### src/rtl/store_data_buffer.sv
// Store data buffer: it aligns MEM-stage store data to byte lanes and queues the stores
// in a FIFO that drains to the D-cache in issue order. It also detects load/store word conflicts.
module store_data_buffer #(
  parameter int DEPTH  = 4,
  parameter int NSRC   = 2,
  parameter int ADDR_W = 32
) (
  input  logic                       clk,
  input  logic                       rst_n,
  input  logic                       st_valid,
  input  logic [ADDR_W-1:0]          st_addr,
  input  logic [1:0]                 st_size,
  input  logic [NSRC*32-1:0]         src_data,
  input  logic [$clog2(NSRC)-1:0]    src_sel,
  output logic                       st_stall,
  output logic                       st_err,
  output logic                       dc_valid,
  input  logic                       dc_ready,
  output logic [ADDR_W-1:0]          dc_addr,
  output logic [31:0]                dc_wdata,
  output logic [3:0]                 dc_be,
  input  logic                       ld_valid,
  input  logic [ADDR_W-1:0]          ld_addr,
  output logic                       ld_hazard,
  output logic [$clog2(DEPTH+1)-1:0] count
);
  localparam int CW = $clog2(DEPTH+1);
  localparam int PW = (DEPTH > 1) ? $clog2(DEPTH) : 1;
  localparam int WA = ADDR_W - 2;

  typedef struct packed {
    logic [WA-1:0] waddr;
    logic [31:0]   data;
    logic [3:0]    be;
  } ent_t;

  ent_t             mem_q [DEPTH];
  logic [DEPTH-1:0] vld_q;
  logic [PW-1:0]    wp_q, rp_q;
  logic [CW-1:0]    count_q, count_d;
  logic             err_q, err_d;

  logic [31:0]      src_w [NSRC];
  logic [31:0]      sel_data;
  ent_t             new_e;
  logic             mis, full, empty, push, pop;
  logic [DEPTH-1:0] hit;

  for (genvar k = 0; k < NSRC; k++) begin : g_src
    assign src_w[k] = src_data[32*k +: 32];
  end

  assign sel_data = (32'(src_sel) < NSRC) ? src_w[src_sel] : src_w[0];

  // Replicate the narrow data across the lanes so the byte enables select the right copy.
  always_comb begin
    new_e.waddr = st_addr[ADDR_W-1:2];
    new_e.data  = sel_data;
    new_e.be    = 4'b1111;
    mis         = 1'b0;
    case (st_size)
      2'b00: begin
        new_e.data = {4{sel_data[7:0]}};
        new_e.be   = 4'b0001 << st_addr[1:0];
      end
      2'b01: begin
        new_e.data = {2{sel_data[15:0]}};
        new_e.be   = 4'b0011 << st_addr[1:0];
        mis        = st_addr[0];
      end
      2'b10:   mis = |st_addr[1:0];
      default: mis = 1'b1;
    endcase
  end

  // The stall path uses registered occupancy only, so a full buffer stalls even while it pops.
  assign full     = (count_q == CW'(DEPTH));
  assign empty    = (count_q == '0);
  assign st_stall = st_valid & full;
  assign push     = st_valid & ~full & ~mis;
  assign pop      = ~empty & dc_ready;
  assign err_d    = st_valid & ~full & mis;

  always_comb begin
    count_d = count_q;
    if (push & ~pop)      count_d = count_q + 1'b1;
    else if (~push & pop) count_d = count_q - 1'b1;
  end

  always_ff @(posedge clk or negedge rst_n) begin
    if (!rst_n) begin
      wp_q    <= '0;
      rp_q    <= '0;
      count_q <= '0;
      err_q   <= 1'b0;
      vld_q   <= '0;
    end else begin
      count_q <= count_d;
      err_q   <= err_d;
      if (push) begin
        wp_q        <= wp_q + 1'b1;
        vld_q[wp_q] <= 1'b1;
      end
      if (pop) begin
        rp_q        <= rp_q + 1'b1;
        vld_q[rp_q] <= 1'b0;
      end
    end
  end

  // The payload needs no reset because vld_q and count_q gate every use of it.
  always_ff @(posedge clk) begin
    if (push) mem_q[wp_q] <= new_e;
  end

  for (genvar i = 0; i < DEPTH; i++) begin : g_hit
    assign hit[i] = vld_q[i] & (mem_q[i].waddr == ld_addr[ADDR_W-1:2]);
  end

  assign ld_hazard = ld_valid & (|hit);
  assign dc_valid  = ~empty;
  assign dc_addr   = {mem_q[rp_q].waddr, 2'b00};
  assign dc_wdata  = mem_q[rp_q].data;
  assign dc_be     = mem_q[rp_q].be;
  assign st_err    = err_q;
  assign count     = count_q;

endmodule

### config.mk
export PLATFORM = sky130hd
export DESIGN_NAME = store_data_buffer
export DESIGN_NICKNAME = d
export VERILOG_FILES = /design/src/rtl/store_data_buffer.sv
export SDC_FILE = /design/constraint.sdc
export NUM_CORES = 1
export LEC_CHECK = 0
export ABC_AREA = 1
export CORE_MARGIN = 3
export CORE_UTILIZATION = 39
export CTS_CLUSTER_SIZE = 20
export DETAILED_ROUTE_END_ITERATION = 12
export SLEW_MARGIN = 20
export SYNTH_ARGS = -nofsm -noshare
export SYNTH_HDL_FRONTEND = slang
export SYNTH_SLANG_ARGS = --single-unit
### constraint.sdc
create_clock -name clk -period 5.5 [get_ports clk]
set_input_delay 1.1 -clock clk [delete_from_list [all_inputs] [get_ports clk]]
set_output_delay 1.1 -clock clk [all_outputs]
set_load 0.005 [all_outputs]
==> flow_summary_export.csv <==
group,metric,value,unit
status,status,"finished clean",
layout,layout_common_cells,"302 x nand2_1, 264 x edfxtp_1, 206 x clkdlybuf4s50_1",
placement,place_congestion,0.896,
setup_path,critPathKind,"register to output port",
setup_path,cp_max_fo,84,
layout,antennaDiodeCount,0,
timing,setup_viol,0,
timing,finalCriticalPeriod,4.44,ns
clock_network,post-cts-setup-buffers,0,
clock_network,cts_sinks,276,
detailed_routing,first_pass_iters,5,
power_and_ir_drop,internal_power,4.79,mW
yosys,yosysWarningCount,0,
grt,grt_pass1_vias,9961,
layout,drive_gt1_share,4.92,%
yosys,seq_area_frac_synth,62.1,%
layout,nNetsFinal,1707,
die,dieArea,36200,um^2
yosys,synth_top_area_cell,"edfxtp_1",
grt,grt_pass1_wl,57100,um
hold_path,hold_depth,1,
placement,placed_area,15800,um^2
placement,io_buffers,206,
grt,grt_remaining_overflow,0,
setup_path,required,4.40,ns
grt,antenna_found_initial,1,
timing,finalCritPeriodShare,80.7,%
timing,relSlewSlack,37.8,%
setup_path,cp-start-kind,"register",
power_and_ir_drop,p_switching,2.42,mW
clock_network,numCtsBuffers,31,
yosys,syn_area,13200,um^2
yosys,ys_types,30,
grt,grt_use_total,20.6,%
timing,setup_ws,1.06,ns
hold_path,hp-class,"register to register",
clock_network,tritoncts,"yes",
power_and_ir_drop,switching_share,33.5,%
power_and_ir_drop,power_frac_clock,25.7,%
clock_network,htree_levels,1,
clock_network,holdBufCountCts,0,
die,core_area,33000,um^2
layout,stdcell_count,2027,
yosys,synth_area_leaders,"edfxtp_1 60%, nand2_1 8.6%, o21ai_0 6.1%, inv_1 5.0%, nor2_1 4.8%",
power_and_ir_drop,leakage,6.50,nW
die,rows,66,
placement,placement.setup.worst_slack,1.18,ns
clock_network,root_buffer,"clkbuf_16",
detailed_routing,vias,10200,
timing,rsz0062_at_grt,"false",
placement,hpwl,26200,um
detailed_routing,ant_nets,0,
die,die_w,190,um
timing,worst_clock_skew,0.0113,ns
layout,final_cell_area,16700,um^2
detailed_routing,remaining_drc_errors,0,
yosys,synth.ff_latch_count,276,
clock_network,clk_latency,0.55,ns
detailed_routing,finalWirelength,38200,um
die,pin_count,211,
power_and_ir_drop,p_per_area,432,nW/um^2
timing,holdWs,0.548,ns
setup_path,r2r_cells,7,
grt,grt_max_degree,87,
timing,final_max_slew_viol_count,0,
die,die_h,190,um
clock_network,clockBufferDepth,3,
yosys,avgSynthCellArea,9.71,um^2
detailed_routing,dr.first_iter.drc_count,632,
yosys,syn_inst,1364,
setup_path,cp_data_arrival_time,3.34,ns
power_and_ir_drop,peakVddDrop,0.300,mV
layout,syn_to_final_growth,26.1,%
detailed_routing,wire_per_inst,18.9,um
timing,hold_violations,0,
placement,dp_cells,1970,
clock_network,cts_resized,0,
timing,max_freq,225,MHz
clock_network,cts.clk_slew.worst_paths,0.06,ns
die,start_util,40.1,%
yosys,synth_top_area_share,59.9,%
timing,tns,0,ns
power_and_ir_drop,combPwrFrac,36.7,%
setup_path,crit_path_end_kind,"output port",
detailed_routing,routed_via_density,5.01,
timing,worst_pin_slew,0.930,ns
power_and_ir_drop,p_seq_share,37.6,%
job,drv_cap,0,
layout,final_common_cell,"nand2_1",
power groups by stage:
stage	registers, mW	clock network [mW]	logic, mW
2_1_floorplan	2.70	0	1.30
3_3_place_gp	2.75	0	2.65
3_5_place_dp	2.75	0	2.68
4_1_cts	2.71	1.90	2.70
5_1_grt	2.73	1.99	2.92
6_report	2.71	1.86	2.64
per-stage QoR:
| stage | util, % | power [mW] |
|---|---|---|
| global placement | 47.8 | 5.40 |
| CTS | 50.6 | 7.31 |
| global route | 50.6 | 7.64 |
| finish | 50.6 | 7.21 |
| floorplan | - | 4.00 |
| detailed placement | 47.8 | 5.43 |
worst max-delay path, stage by stage (launching register included):
cell and delay, ns:
dfrtp_4 0.68, inv_4 0.62, buf_12 0.41, o21ai_0 0.12
o21ai_0 0.33, clkdlybuf4s50_1 0.58
cell type report:
class,count,area (um^2)
Timing Repair Buffer,220,2200
Sequential cell,276,8230
Clock inverter,23,131
Tap cell,442,553
Inverter,183,689
Multi-Input combinational cell,849,4100
Clock buffer,34,787
Fill cell,3027,16300
synth_stat cells:
cell type / instances
mux2i_1: 7
a2bb2oi_1: 4
o21ai_0: 162
clkbuf_2: 4
nor2_1: 171
nand2_1: 302
o22ai_1: 52
inv_2: 5
buf_4: 4
nand4_1: 14
a21oi_1: 52
fa_1: 1
buf_2: 19
o211ai_1: 1
o221ai_1: 8
o21ai_1: 4
dfrtp_1: 12
inv_1: 178
xor2_1: 7
or2_1: 3
clkbuf_1: 30
edfxtp_1: 264
conb_1: 1
ha_1: 9
o21ai_2: 3
or2_2: 8
nand2_2: 1
a21boi_0: 1
xnor2_1: 31
nand3_1: 6
registers in the layout, indices dropped and copies added (netlist names):
| register | count |
|---|---|
| st_err | 1 |
| rp_q | 2 |
| wp_q | 2 |
| vld_q | 4 |
| count | 3 |
| mem_q | 264 |
cell families after synthesis:
family,synth area share (%)
compound gates,11.8
simple gates,14.9
mux,0.529
xor+xnor,2.51
fa+ha+maj,1.00
flops,62.1
other cells,0.0283
buf+inv,7.13
worst paths after layout:
check | start | end | slack (ns)
max in group asynchronous | rst_n | rp_q[0] | 4.16
max reg2reg | count[0] | mem_q[2][43] | 3.18
max | rp_q[0] | dc_addr[10] | 1.06
min reg2reg | vld_q[2] | vld_q[2] | 0.55
min in group asynchronous | rst_n | count[2] | 0.91
min | vld_q[2] | vld_q[2] | 0.55
per-layer routing:
layer / track usage [%] / up-vias / wire length (um)
met5: 0 / - / 11
met4: 6.21 / 2 / 1130
met3: 4.87 / 64 / 3110
met2: 35.0 / 378 / 18300
met1: 26.3 / 4760 / 15700
li1: - / 4952 / -
Power figures use the tool's default switching activity.
